--- src/rtl/complex_mult_seq_pkg.sv ---
// complex_mult_seq_pkg
//   Shared definitions for the E8 complex datapath (this multiplier, the
//   downstream add/sub stage and their benches):
//     - CM_W          : default signed component width
//     - packed-operand macros: SIZE_SPEC, Re, Im, signedRe, signedIm
//       (Re in the upper half, Im in the lower half of a 2W-bit word)
//     - cm_state_t    : FSM state encoding
//   No ports.

`ifndef COMPLEX_MULT_SEQ_MACROS_SV
`define COMPLEX_MULT_SEQ_MACROS_SV
`define SIZE_SPEC(w)     [2*(w)-1:0]
`define Re(v, w)         v[2*(w)-1:(w)]
`define Im(v, w)         v[(w)-1:0]
`define signedRe(v, w)   $signed(v[2*(w)-1:(w)])
`define signedIm(v, w)   $signed(v[(w)-1:0])
`endif

package complex_mult_seq_pkg;

  // Default component width shared by the whole complex datapath.
  localparam int CM_W = 8;

  // Number of partial products per complex multiply.
  localparam int CM_NPROD = 4;

  typedef enum logic [1:0] {
    ST_IDLE   = 2'd0,
    ST_MUL    = 2'd1,
    ST_FINISH = 2'd2
  } cm_state_t;

endpackage

--- src/rtl/complex_mult_seq_if.sv ---
// complex_mult_seq_if
//   Request/result bundle of the sequential complex multiplier.
//   Parameter W : component width (packed operand width is 2W).
//   Signals:
//     start : request a multiply (master -> slave)
//     a, b  : packed operands {Re, Im} (master -> slave)
//     out   : packed product {Re, Im} (slave -> master)
//     busy  : operation in progress (slave -> master)
//     done  : one-cycle result pulse (slave -> master)
//     ovf   : a component left the W-bit signed range (slave -> master)
//   Modports: master (requester), slave (multiplier).

interface complex_mult_seq_if
  import complex_mult_seq_pkg::*;
#(
  parameter int W = CM_W
);
  logic              start;
  logic `SIZE_SPEC(W) a;
  logic `SIZE_SPEC(W) b;
  logic `SIZE_SPEC(W) out;
  logic              busy;
  logic              done;
  logic              ovf;

  modport master (
    output start, a, b,
    input  out, busy, done, ovf
  );

  modport slave (
    input  start, a, b,
    output out, busy, done, ovf
  );
endinterface

--- src/rtl/complex_mult_seq_mult.sv ---
// signed_mult_seq
//   Radix-2 shift-add signed multiplier. Works on magnitudes and applies the
//   product sign at the output.
//   Ports:
//     clk, rst : clock, asynchronous active-high reset
//     go       : load x/y and start (also restarts a running multiply)
//     x, y     : W-bit signed operands, sampled on the go edge
//     p        : 2W-bit signed product, valid while rdy is high
//     rdy      : one-cycle pulse exactly W cycles after go
//   Bit 0 of the multiplier is folded in on the load edge, so the remaining
//   W-1 bits finish W-1 edges later and the consumer captures p on the W-th
//   edge after go.

module signed_mult_seq
  import complex_mult_seq_pkg::*;
#(
  parameter int W = CM_W
) (
  input  logic                  clk,
  input  logic                  rst,
  input  logic                  go,
  input  logic signed [W-1:0]   x,
  input  logic signed [W-1:0]   y,
  output logic signed [2*W-1:0] p,
  output logic                  rdy
);

  localparam int CW = $clog2(W + 1);

  logic [W-1:0]   x_u;
  logic [W-1:0]   y_u;
  logic [W-1:0]   x_mag;
  logic [W-1:0]   y_mag;

  logic [2*W-1:0] mcand_reg;
  logic [W-1:0]   mplier_reg;
  logic [2*W-1:0] acc_reg;
  logic [CW-1:0]  cnt_reg;
  logic           running_reg;
  logic           neg_reg;
  logic [2*W-1:0] acc_neg;

  assign x_u = x;
  assign y_u = y;

  // |-2^(W-1)| = 2^(W-1) still fits in W unsigned bits.
  assign x_mag = x_u[W-1] ? (~x_u + W'(1)) : x_u;
  assign y_mag = y_u[W-1] ? (~y_u + W'(1)) : y_u;

  always_ff @(posedge clk or posedge rst) begin
    if (rst) begin
      mcand_reg   <= '0;
      mplier_reg  <= '0;
      acc_reg     <= '0;
      cnt_reg     <= '0;
      running_reg <= 1'b0;
      neg_reg     <= 1'b0;
    end else if (go) begin
      mcand_reg   <= {W'(0), x_mag} << 1;
      mplier_reg  <= y_mag >> 1;
      acc_reg     <= y_mag[0] ? {W'(0), x_mag} : '0;
      cnt_reg     <= CW'(1);
      running_reg <= 1'b1;
      neg_reg     <= x_u[W-1] ^ y_u[W-1];
    end else if (running_reg && (cnt_reg != CW'(W))) begin
      if (mplier_reg[0]) begin
        acc_reg <= acc_reg + mcand_reg;
      end
      mcand_reg  <= mcand_reg << 1;
      mplier_reg <= mplier_reg >> 1;
      cnt_reg    <= cnt_reg + CW'(1);
    end else if (running_reg) begin
      // Result was presented this cycle; go quiet until the next go.
      running_reg <= 1'b0;
    end
  end

  assign acc_neg = ~acc_reg + {{(2*W-1){1'b0}}, 1'b1};
  assign p       = neg_reg ? acc_neg : acc_reg;
  assign rdy     = running_reg && (cnt_reg == CW'(W));

endmodule

--- src/rtl/complex_mult_seq.sv ---
// complex_mult_seq
//   Sequential signed complex multiplier: out = a * b on packed {Re, Im}
//   operands, using one shared shift-add multiplier over the four partial
//   products ar*br, ai*bi, ar*bi, ai*br. Latency 4W+1 cycles.
//   Ports:
//     clk : rising-edge clock
//     rst : asynchronous active-high reset (aborts any operation)
//     bus : complex_mult_seq_if.slave (start, a, b, out, busy, done, ovf)
//   Build option:
//     COMPLEX_MULT_SATURATE_EN defined   -> components clamp to W-bit range
//     COMPLEX_MULT_SATURATE_EN undefined -> components wrap (low W bits)
//   ovf is identical in both builds.

module complex_mult_seq
  import complex_mult_seq_pkg::*;
#(
  parameter int W = CM_W
) (
  input  logic                clk,
  input  logic                rst,
  complex_mult_seq_if.slave   bus
);

  cm_state_t          state_reg;
  logic [1:0]         k_reg;
  logic `SIZE_SPEC(W) a_lat_reg;
  logic `SIZE_SPEC(W) b_lat_reg;
  logic [2*W-1:0]     prod_reg [CM_NPROD];
  logic `SIZE_SPEC(W) out_reg;
  logic               busy_reg;
  logic               done_reg;
  logic               ovf_reg;

  logic `SIZE_SPEC(W)  src_a;
  logic `SIZE_SPEC(W)  src_b;
  logic [1:0]          sel;
  logic signed [W-1:0] mul_x;
  logic signed [W-1:0] mul_y;
  logic                mul_go;
  logic signed [2*W-1:0] mul_p;
  logic                mul_rdy;

  logic [2*W:0]        exact [2];
  logic [W-1:0]        reduced [2];
  logic [1:0]          comp_ovf;

  // Operand selection for the shared multiplier. The first product is
  // launched on the start edge, before the latches hold the operands, so
  // IDLE reads the bus directly. In MUL the next product (k+1) is launched
  // on the same edge that stores product k.
  always_comb begin
    src_a = a_lat_reg;
    src_b = b_lat_reg;
    sel   = k_reg + 2'd1;
    if (state_reg == ST_IDLE) begin
      src_a = bus.a;
      src_b = bus.b;
      sel   = 2'd0;
    end
    mul_x = `signedRe(src_a, W);
    mul_y = `signedRe(src_b, W);
    case (sel)
      2'd0: begin
        mul_x = `signedRe(src_a, W);
        mul_y = `signedRe(src_b, W);
      end
      2'd1: begin
        mul_x = `signedIm(src_a, W);
        mul_y = `signedIm(src_b, W);
      end
      2'd2: begin
        mul_x = `signedRe(src_a, W);
        mul_y = `signedIm(src_b, W);
      end
      default: begin
        mul_x = `signedIm(src_a, W);
        mul_y = `signedRe(src_b, W);
      end
    endcase
  end

  assign mul_go = ((state_reg == ST_IDLE) && bus.start) ||
                  ((state_reg == ST_MUL) && mul_rdy && (k_reg != 2'd3));

  signed_mult_seq #(
    .W (W)
  ) u_mult (
    .clk (clk),
    .rst (rst),
    .go  (mul_go),
    .x   (mul_x),
    .y   (mul_y),
    .p   (mul_p),
    .rdy (mul_rdy)
  );

  // Exact components need 2W+1 bits: (-2^(W-1))^2 + (-2^(W-1))^2 = 2^(2W-1).
  assign exact[0] = {prod_reg[0][2*W-1], prod_reg[0]} - {prod_reg[1][2*W-1], prod_reg[1]};
  assign exact[1] = {prod_reg[2][2*W-1], prod_reg[2]} + {prod_reg[3][2*W-1], prod_reg[3]};

  generate
    for (genvar gi = 0; gi < 2; gi++) begin : g_reduce
      logic [W+1:0] top_bits;

      // In range iff bits [2W:W-1] are all copies of the sign.
      assign top_bits     = exact[gi][2*W:W-1];
      assign comp_ovf[gi] = !((&top_bits) || !(|top_bits));

`ifdef COMPLEX_MULT_SATURATE_EN
      assign reduced[gi] = !comp_ovf[gi]    ? exact[gi][W-1:0] :
                           exact[gi][2*W]   ? {1'b1, {(W-1){1'b0}}} :
                                              {1'b0, {(W-1){1'b1}}};
`else
      assign reduced[gi] = exact[gi][W-1:0];
`endif
    end
  endgenerate

  always_ff @(posedge clk or posedge rst) begin
    if (rst) begin
      state_reg <= ST_IDLE;
      k_reg     <= 2'd0;
      a_lat_reg <= '0;
      b_lat_reg <= '0;
      for (int i = 0; i < CM_NPROD; i++) begin
        prod_reg[i] <= '0;
      end
      out_reg   <= '0;
      busy_reg  <= 1'b0;
      done_reg  <= 1'b0;
      ovf_reg   <= 1'b0;
    end else begin
      done_reg <= 1'b0;
      case (state_reg)
        ST_IDLE: begin
          if (bus.start) begin
            a_lat_reg <= bus.a;
            b_lat_reg <= bus.b;
            k_reg     <= 2'd0;
            busy_reg  <= 1'b1;
            state_reg <= ST_MUL;
          end
        end
        ST_MUL: begin
          if (mul_rdy) begin
            prod_reg[k_reg] <= mul_p;
            if (k_reg == 2'd3) begin
              state_reg <= ST_FINISH;
            end else begin
              k_reg <= k_reg + 2'd1;
            end
          end
        end
        ST_FINISH: begin
          out_reg   <= {reduced[0], reduced[1]};
          ovf_reg   <= |comp_ovf;
          done_reg  <= 1'b1;
          busy_reg  <= 1'b0;
          state_reg <= ST_IDLE;
        end
        default: begin
          state_reg <= ST_IDLE;
        end
      endcase
    end
  end

  assign bus.out  = out_reg;
  assign bus.busy = busy_reg;
  assign bus.done = done_reg;
  assign bus.ovf  = ovf_reg;

endmodule

--- src/flat_wrapper.sv ---
// flat-port wrapper written by rule: the top's interface ports become plain ports
module complex_mult_seq_flat import complex_mult_seq_pkg::*;
#(
  parameter int W = CM_W
)
  (clk, rst, bus_start, bus_a, bus_b, bus_out, bus_busy, bus_done, bus_ovf);
  complex_mult_seq_if #(.W(W)) bus_i ();
  input  logic clk;
  input  logic rst;
  input wire logic [$bits(bus_i.start)-1:0] bus_start;
  input wire logic [$bits(bus_i.a)-1:0] bus_a;
  input wire logic [$bits(bus_i.b)-1:0] bus_b;
  output wire logic [$bits(bus_i.out)-1:0] bus_out;
  output wire logic [$bits(bus_i.busy)-1:0] bus_busy;
  output wire logic [$bits(bus_i.done)-1:0] bus_done;
  output wire logic [$bits(bus_i.ovf)-1:0] bus_ovf;
  assign bus_i.start = bus_start;
  assign bus_i.a = bus_a;
  assign bus_i.b = bus_b;
  assign bus_out = bus_i.out;
  assign bus_busy = bus_i.busy;
  assign bus_done = bus_i.done;
  assign bus_ovf = bus_i.ovf;
  complex_mult_seq #(.W(W)) u_core (.clk(clk), .rst(rst), .bus(bus_i));
endmodule
--- config.mk ---
export PLATFORM = sky130hd
export DESIGN_NAME = complex_mult_seq_flat
export DESIGN_NICKNAME = d
export VERILOG_FILES = /design/src/rtl/complex_mult_seq_pkg.sv /design/src/rtl/complex_mult_seq_if.sv /design/src/rtl/complex_mult_seq_mult.sv /design/src/rtl/complex_mult_seq.sv /design/src/flat_wrapper.sv
export SDC_FILE = /design/constraint.sdc
export NUM_CORES = 1
export LEC_CHECK = 0
export ABC_AREA = 1
export BUFFER_PORTS_ARGS = -buffer_cell sky130_fd_sc_hd__buf_2
export CORE_ASPECT_RATIO = 0.9
export CORE_UTILIZATION = 48
export CTS_CLUSTER_DIAMETER = 50
export DETAILED_ROUTE_END_ITERATION = 12
export GPL_TIMING_DRIVEN = 0
export PLACE_DENSITY = 0.71
export SYNTH_ARGS = -nofsm -noshare
export SYNTH_HDL_FRONTEND = slang
export SYNTH_SLANG_ARGS = --single-unit
--- constraint.sdc ---
create_clock -name clk -period 6.9 [get_ports clk]
set_input_delay 1.035 -clock clk [delete_from_list [all_inputs] [get_ports clk]]
set_output_delay 1.035 -clock clk [all_outputs]
set_load 0.01 [all_outputs]
==> results of run 1 <==
==> per-stage QoR <==
step / instances / cell area [sq um]
2_1_floorplan: 1412 / 10400
3_3_place_gp: 1751 / 11000
3_5_place_dp: 1752 / 11000
4_1_cts: 1784 / 11600
5_1_grt: 1784 / 11600
6_report: 1784 / 11600
==> logic make-up after synthesis <==
logic type	share of synthesized area [%]
XOR/XNOR	2.78
multiplexers	2.45
AND/OR/NAND/NOR	26.6
flip-flops	39.3
adder cells (fa/ha/maj)	7.21
buffers and inverters	9.06
AO/OA/AOI/OAI	12.6
==> final timing paths <==
| check | start | endpoint | slack, ns | cells after the start |
|---|---|---|---|---|
| max in group asynchronous | rst | u_core.prod_reg[56] | 5.46 | 3 |
| worst max register to register | u_core.k_reg[0] | u_core.u_mult.mplier_reg[5] | 4.27 | 12 |
| min in group asynchronous | rst | u_core.bus.busy | 0.65 | 2 |
| worst min register to register | u_core.bus.out[1] | u_core.bus.out[1] | 0.47 | 2 |
| worst max-delay path | u_core.k_reg[0] | u_core.u_mult.mplier_reg[5] | 4.27 | 12 |
| worst min-delay path | u_core.bus.out[1] | u_core.bus.out[1] | 0.47 | 2 |
==> worst min-delay path, cell delays in order (launching register included) <==
cell and delay [ns]:
dfrtp_1 0.34, nand2_1 0.05, nand2_1 0.04
==> cell usage after synthesis (4+ instances only) <==
library cell	number	area [sq um]
ha_1	55	688
clkbuf_1	21	78.8
nor3_1	7	35.0
xor2_1	22	193
o21ai_1	9	45.0
nor2_1	91	342
dfrtp_1	163	4080
nand2_1	429	1610
xnor2_1	11	96.3
a21oi_1	46	230
inv_2	8	30.0
o21bai_1	5	37.5
buf_6	4	45.0
buf_2	8	40.0
a21oi_2	4	35.0
o22ai_1	14	87.6
o21ai_2	7	61.3
nand4_1	16	100
o21ai_0	127	636
nand3_1	85	425
and2_1	10	62.6
nand3_2	5	50.1
a31oi_1	5	31.3
inv_1	196	736
mux2_2	20	225
or2_2	7	43.8
==> final cells by class <==
cell class | instances | area, sq um | area share [%]
Multi-Input combinational cell | 1009 | 5360 | 46.1
Sequential cell | 163 | 4080 | 35.0
Inverter | 207 | 785 | 6.74
Clock buffer | 19 | 453 | 3.89
Tap cell | 286 | 358 | 3.07
Timing Repair Buffer | 54 | 293 | 2.52
Buffer | 33 | 164 | 1.41
Clock inverter | 13 | 146 | 1.26
==> routing by layer <==
metal | vias up | part of all wire [%]
li1 | 4696 | -
met1 | 4288 | 47
met2 | 203 | 47
met3 | 43 | 3.6
met4 | 0 | 2.6
met5 | - | 0
==> power groups by stage <==
stage	Combinational, uW	Clock, uW	Sequential [uW]
2_1_floorplan	3160	0	1490
3_3_place_gp	3900	0	1560
3_5_place_dp	3980	0	1570
4_1_cts	4010	982	1560
5_1_grt	4610	1020	1600
6_report	4030	970	1560
==> placed cells by master (no fill, tap or decap), types with 4 or more instances in the layout <==
cell type / Yosys / layout
nand2_1: 429 / 429
inv_1: 196 / 195
dfrtp_1: 163 / 163
o21ai_0: 127 / 127
nor2_1: 91 / 91
nand3_1: 85 / 85
buf_2: 8 / 61
ha_1: 55 / 55
a21oi_1: 46 / 46
xor2_1: 22 / 22
clkbuf_1: 21 / 21
mux2_2: 20 / 20
clkbuf_16: 0 / 17
nand4_1: 16 / 16
o22ai_1: 14 / 14
xnor2_1: 11 / 11
and2_1: 10 / 10
o21ai_1: 9 / 9
inv_2: 8 / 8
nor3_1: 7 / 7
or2_2: 7 / 7
o21ai_2: 7 / 7
a31oi_1: 5 / 5
o21bai_1: 5 / 5
nand3_2: 5 / 5
inv_6: 0 / 5
a21oi_2: 4 / 4
buf_6: 4 / 4
==> flow_summary.json, run 1 <==
{
  "setup_viol": 0,
  "drt_iter0_markers": 618,
  "diodes": 0,
  "run_status": "finished, final reports clean",
  "grt_pass1_wl_um": 41200,
  "whs_ns": 0.466,
  "p_comb_share_pct": 61.4,
  "grt_use_total_pct": 23.4,
  "largest_register_ffs": 64,
  "grt_pass1_vias": 8727,
  "top_usage_layer": "met2",
  "clkSinkCount": 163,
  "wire_per_inst_um": 13.7,
  "fin_crit_ns": 2.63,
  "grt_setup_unrepaired": "no",
  "cts_resized": 0,
  "overflow": 0,
  "fin_skew_ns": 0.0127,
  "ys_seq_area_share_pct": 39.3,
  "ctsRootBufferMaster": "clkbuf_16",
  "met3_usage_pct": 3.51,
  "p_seq_share_pct": 23.8,
  "rows": 50,
  "switchingPower_uw": 3250,
  "cp_max_fo": 6,
  "routed-via-count": 9230,
  "max_slew_margin_pct": 59.0,
  "synth-seq-cells": 163,
  "path_clk_slew_ns": 0.07,
  "io_buffers": 53,
  "syn_area_sq_um": 10400,
  "netSwitchingFraction_pct": 49.6,
  "initial_core_util_pct": 49.4,
  "start_kind": "register",
  "postCtsHoldBufs": 0,
  "finalHoldViolations": 0,
  "yosysWarnings": 0,
  "syn_nets": 1505,
  "ys_types": 48,
  "synthArstFlopShare_pct": 100,
  "drt-total-wl_um": 24500,
  "synth_ff_type": "dfrtp_1",
  "fmax_mhz": 380,
  "crit_chain": "inv_2 -> ha_1 -> inv_1 -> nand2_1 -> nand3_2 -> mux2i_2 -> ha_1 -> inv_1 -> nor3_1 -> nand2_1 -> a21oi_1 -> o21bai_1",
  "die_w_um": 157,
  "power_uw": 6560,
  "cts_buffer_depth": 2,
  "crit_family": "simple AND/OR/NAND/NOR gates",
  "io_pins": 54,
  "tns_ns": 0,
  "finalWorstSetupSlack_ns": 4.27,
  "slew_viol_final": 0,
  "routabilityCongestion": 0.897,
  "cts_setup_buffers": 0,
  "insertion_delay_ns": 0.44,
  "crit_buf_inv": 3,
  "area_growth_pct": 12.1,
  "use_met1_pct": 30.7,
  "drive_above_1_share_pct": 10.8,
  "num-nets-final": 1578,
  "maxCapViolCount": 0,
  "syn_area_per_cell_sq_um": 7.35,
  "grt_use_met2_pct": 39.3,
  "dr.pass1.iters": 5,
  "nFillCells": 2001,
  "internal_power_uw": 3310,
  "p_leak_uw": 0.00607,
  "cp-end-kind": "register",
  "ir_drop_mv": 0.285,
  "cts_buffers": 17,
  "place_ws_ns": 4.19,
  "ant_nets": 0,
  "timing.final.crit_share_pct": 38.1,
  "grt_max_degree": 97,
  "via_per_inst": 5.17,
  "critical_path_class": "reg -> reg",
  "clkPwrFrac_pct": 14.8,
  "dp_hpwl_um": 19000,
  "htreeDepth": 4,
  "required_ns": 7.22,
  "synth_cells": 1412,
  "powerDensity_nw_per_um2": 564,
  "slowest_stage": "dfrtp_1",
  "drc": 0,
  "critical_path.max_stage_delay_ns": 0.49,
  "utilization_pct": 55.4,
  "antenna_found_initial": 0,
  "dieArea_sq_um": 22200,
  "synth_edf_count": 0,
  "coreArea_sq_um": 21000,
  "hold_path_class": "reg -> reg",
  "die_y_um": 142,
  "arrival_ns": 2.95,
  "tritoncts": "yes",
  "worst_slew_pin_slew_ns": 0.615
}
(Power assumes the default switching activity.)
==> run 2: changes to the inputs <==
==> constraint.sdc (replaced) <==
create_clock -name clk -period 2.7 [get_ports clk]
set_input_delay 0.405 -clock clk [delete_from_list [all_inputs] [get_ports clk]]
set_output_delay 0.405 -clock clk [all_outputs]
set_load 0.01 [all_outputs]
==> flow_summary.json, run 2 (synthesized netlist as in run 1, its figures left out) <==
{
  "cp_max_fo": 4,
  "reg2reg_depth": 18,
  "p_leak_uw": 0.00607,
  "initial_core_util_pct": 49.4,
  "max_slew_margin_pct": 61.8,
  "tns_ns": 0,
  "timing.final.crit_share_pct": 90.8,
  "rows": 50,
  "whs_ns": 0.191,
  "reg2reg_from": "u_core.prod_reg[32]",
  "nFillCells": 2026,
  "finalHoldViolations": 0,
  "crit_chain": "ha_1 -> fa_1 -> inv_1 -> nand2_1 -> nand2_1 -> nand3_1 -> nand2_1 -> nand2_1 -> nand2_1 -> nand2_1 -> nand2_1 -> nand2_1 -> inv_1 -> nand3_1 -> nand2_1 -> nand2_1 -> nand2_1 -> nand2_1",
  "die_w_um": 157,
  "r2r_setup_slack_ns": 0.25,
  "fin_skew_ns": 0.00895,
  "coreArea_sq_um": 21000,
  "grt_max_degree": 43,
  "dieArea_sq_um": 22200,
  "endpoint": "u_core.bus.ovf",
  "dp.cells": 1755,
  "critical_path.max_stage_delay_ns": 0.40,
  "wl_met1_um": 11500,
  "drt_iter0_markers": 577,
  "utilization_pct": 55.6,
  "hold_path_class": "in -> reg",
  "io_pins": 54,
  "drt-total-wl_um": 24700,
  "overflow": 0,
  "wl_met2_um": 11800,
  "start_kind": "register",
  "slowest_stage": "fa_1",
  "path_clk_slew_ns": 0.07,
  "tritoncts": "yes",
  "diodes": 0,
  "arrival_ns": 2.78,
  "area_growth_pct": 12.5,
  "ctsRootBufferMaster": "clkbuf_16",
  "setup_viol": 0,
  "highest_layer": "met4",
  "grt_use_total_pct": 23.5,
  "critical_path_class": "reg -> reg",
  "drive_above_1_share_pct": 11.1,
  "ir_drop_mv": 0.692,
  "slew_viol_final": 0,
  "fin_crit_ns": 2.45,
  "ant_nets": 0,
  "fin_cells": 1788,
  "clkSinkCount": 163,
  "drc": 0,
  "cts_setup_buffers": 0,
  "grt_pass1_wl_um": 41100,
  "cp-startpoint": "u_core.prod_reg[32]",
  "final_cell_mix": "429 x nand2_1, 195 x inv_1, 162 x dfrtp_1",
  "cts_buffer_depth": 2,
  "routed-via-count": 9224,
  "worst_slew_pin_slew_ns": 0.568,
  "cp-end-kind": "register",
  "htreeDepth": 4,
  "antenna_found_initial": 0,
  "via_per_inst": 5.16,
  "fmax_mhz": 408,
  "die_y_um": 142,
  "maxCapViolCount": 0,
  "final_common_cell": "nand2_1",
  "required_ns": 3.03,
  "dr.pass1.iters": 5,
  "grt_setup_unrepaired": "no",
  "largest_register_ffs": 64,
  "io_buffers": 53,
  "routabilityCongestion": 0.917,
  "reg2reg_to": "u_core.bus.ovf",
  "run_status": "finished, final reports clean",
  "wire_per_inst_um": 13.8,
  "num-nets-final": 1582,
  "dp_hpwl_um": 19400,
  "cts_buffers": 17,
  "cpMostUsedCell": "nand2_1",
  "wl_met3_um": 877,
  "insertion_delay_ns": 0.44,
  "grt_pass1_vias": 8591,
  "power_uw": 16700,
  "powerDensity_nw_per_um2": 1430
}
-- run 2: cell types whose count changed in the layout (fill, tap and decap cells not counted), sizes merged --
cell | previous run | this run
clkinvlp | 2 | 4
bufinv | 2 | 0
buf | 66 | 69
dlygate4sd3 | 0 | 1
clkbuf | 40 | 42
inv | 209 | 208
clkinv | 7 | 6
-- run 2: area by class of cell --
type | count | area, sq um | area share [%]
Buffer | 33 | 164 | 1.40
Timing Repair Buffer | 58 | 355 | 3.04
Sequential cell | 163 | 4080 | 34.9
Multi-Input combinational cell | 1009 | 5380 | 46.0
Tap cell | 286 | 358 | 3.06
Clock inverter | 11 | 93.8 | 0.804
Clock buffer | 21 | 470 | 4.03
Inverter | 207 | 781 | 6.69
-- run 2: report_power, final --
group | total (uW) | internal (uW) | switching, uW
clock network | 2320 | 1270 | 1050
logic | 10400 | 3720 | 6650
registers | 4000 | 3330 | 663
total | 16700 | 8330 | 8370
-- run 2: repair_timing --
item                                    CTS  global route
resized for setup                         0             3
hold endpoints to repair                 17             0
endpoints found under the setup margin    0             2
hold buffers                              1             0
-- run 2: stage by stage --
step	setup WS, ns	cell area [sq um]
final	0.249	11700
after floorplan	0.224	10400
after global placement	-0.780	11000
after CTS	0.105	11700
after detailed placement	0.130	11100
after global routing	0.0273	11700
-- run 2: worst max-delay path, delay by kind of cell, from the launching register on --
family	cells	cell delay [ns]
flops	1	0.39
buf+inv	2	0.15
fa+ha+maj	2	0.64
simple gates	14	1.16
-- run 2: how the worst min path moves through the flow --
stage	depth (start not counted)	slack [ns]	start	to
after floorplan	2	0.45	u_core.prod_reg[34]	u_core.prod_reg[34]
after global placement	2	0.45	u_core.bus.out[0]	u_core.bus.out[0]
after detailed placement	2	0.45	rst	u_core.a_lat_reg[1]
after CTS	2	0.18	bus_b[6]	u_core.b_lat_reg[6]
after global routing	2	0.18	bus_b[6]	u_core.b_lat_reg[6]
final	2	0.19	bus_b[6]	u_core.b_lat_reg[6]
-- run 2: per-layer routing --
metal / GRT usage, % / vias up
met5: 0 / -
met4: 8.69 / 0
met3: 3.39 / 37
met2: 39.2 / 169
met1: 30.9 / 4333
li1: - / 4685
==> run 3: changes to the inputs <==
--- a/config.mk
+++ b/config.mk
@@ -9,6 +9,7 @@
 export BUFFER_PORTS_ARGS = -buffer_cell sky130_fd_sc_hd__buf_2
 export CORE_ASPECT_RATIO = 0.9
 export CORE_UTILIZATION = 48
+export CTS_BUF_LIST = sky130_fd_sc_hd__clkbuf_16
 export CTS_CLUSTER_DIAMETER = 50
 export DETAILED_ROUTE_END_ITERATION = 12
 export GPL_TIMING_DRIVEN = 0
==> flow_summary.json, run 3 (synthesized netlist as in run 1, its figures left out) <==
{
  "wl_met1_um": 11400,
  "die_y_um": 142,
  "endpoint": "u_core.bus.ovf",
  "io_pins": 54,
  "routabilityCongestion": 0.917,
  "insertion_delay_ns": 0.44,
  "required_ns": 3.03,
  "die_w_um": 157,
  "run_status": "finished, final reports clean",
  "final_cell_mix": "429 x nand2_1, 196 x inv_1, 162 x dfrtp_1",
  "area_growth_pct": 12.2,
  "ant_nets": 0,
  "fmax_mhz": 409,
  "fin_crit_ns": 2.44,
  "nFillCells": 2027,
  "slew_viol_final": 0,
  "tns_ns": 0,
  "grt_pass1_vias": 8561,
  "drt_iter0_markers": 569,
  "r2r_setup_slack_ns": 0.26,
  "final_common_cell": "nand2_1",
  "via_per_inst": 5.17,
  "tritoncts": "yes",
  "reg2reg_depth": 18,
  "routed-via-count": 9249,
  "cp_max_fo": 4,
  "cts_buffer_depth": 2,
  "grt_max_degree": 43,
  "maxCapViolCount": 0,
  "path_clk_slew_ns": 0.07,
  "htreeDepth": 4,
  "grt_setup_unrepaired": "no",
  "reg2reg_from": "u_core.prod_reg[32]",
  "wl_met2_um": 11800,
  "num-nets-final": 1582,
  "highest_layer": "met4",
  "timing.final.crit_share_pct": 90.4,
  "hold_path_class": "in -> reg",
  "dieArea_sq_um": 22200,
  "finalHoldViolations": 0,
  "coreArea_sq_um": 21000,
  "cts_buffers": 17,
  "fin_skew_ns": 0.0134,
  "io_buffers": 53,
  "ir_drop_mv": 0.692,
  "reg2reg_to": "u_core.bus.ovf",
  "diodes": 0,
  "overflow": 0,
  "max_slew_margin_pct": 60.5,
  "grt_pass1_wl_um": 41000,
  "p_leak_uw": 0.00606,
  "powerDensity_nw_per_um2": 1420,
  "critical_path_class": "reg -> reg",
  "cp-startpoint": "u_core.prod_reg[32]",
  "rows": 50,
  "dr.pass1.iters": 5,
  "ctsRootBufferMaster": "clkbuf_16",
  "dp_hpwl_um": 19400,
  "initial_core_util_pct": 49.4,
  "wire_per_inst_um": 13.8,
  "wl_met3_um": 1060,
  "grt_use_total_pct": 23.4,
  "clkSinkCount": 163,
  "drc": 0,
  "cts_setup_buffers": 0,
  "largest_register_ffs": 64,
  "whs_ns": 0.191,
  "cp-end-kind": "register",
  "start_kind": "register",
  "utilization_pct": 55.4,
  "setup_viol": 0,
  "antenna_found_initial": 0,
  "arrival_ns": 2.77,
  "drive_above_1_share_pct": 10.9,
  "drt-total-wl_um": 24700,
  "worst_slew_pin_slew_ns": 0.592
}
-- run 3: final cells by class --
class	instances	area (sq um)	share of cell area [%]
Buffer	33	164	1.41
Clock buffer	17	425	3.65
Clock inverter	15	109	0.934
Inverter	207	781	6.70
Multi-Input combinational cell	1009	5380	46.2
Sequential cell	163	4080	35.0
Tap cell	286	358	3.07
Timing Repair Buffer	58	355	3.05
-- run 3: metal layers --
layer  vias to the layer above  GRT usage [%]
met2                       189           39.2
met4                         0           7.56
met5                         -              0
met1                      4345           30.8
li1                       4684              -
met3                        31           3.97
-- run 3: critical path, cell delays in order (launching register included) --
cell     delay (ns)
dfrtp_1        0.39
ha_1           0.24
fa_1           0.40
inv_1          0.11
nand2_1        0.08
nand2_1        0.10
nand3_1        0.08
nand2_1        0.17
nand2_1        0.10
nand2_1        0.08
nand2_1        0.04
nand2_1        0.08
nand2_1        0.06
inv_1          0.04
nand3_1        0.06
nand2_1        0.12
nand2_1        0.06
nand2_1        0.06
nand2_1        0.05
-- run 3: how the worst min path moves through the flow --
stage | start | endpoint | cells after the start
finish | bus_b[6] | u_core.b_lat_reg[6] | 2
global placement | u_core.bus.out[0] | u_core.bus.out[0] | 2
floorplan | u_core.prod_reg[34] | u_core.prod_reg[34] | 2
global route | bus_b[6] | u_core.b_lat_reg[6] | 2
CTS | bus_b[6] | u_core.b_lat_reg[6] | 2
detailed placement | rst | u_core.a_lat_reg[1] | 2
-- run 3: power by group --
part | total [uW] | internal [uW] | switching [uW]
Combinational | 10400 | 3720 | 6640
Sequential | 4000 | 3330 | 662
Clock | 2230 | 1180 | 1050
-- run 3: stage by stage --
step / instance area (sq um) / setup WS, ns / std cells / total power (uW)
3_5_place_dp: 11100 / 0.130 / 1755 / 14200
2_1_floorplan: 10400 / 0.224 / 1412 / 11900
5_1_grt: 11600 / 0.00545 / 1788 / 18300
4_1_cts: 11600 / 0.0971 / 1788 / 16500
3_3_place_gp: 11000 / -0.780 / 1751 / 13900
6_report: 11600 / 0.258 / 1788 / 16600
-- run 3: timing repair --
action	in CTS	in global routing
setup endpoints to repair	0	2
hold endpoints to repair	17	0
hold buffers	1	0
gates resized for setup	0	3
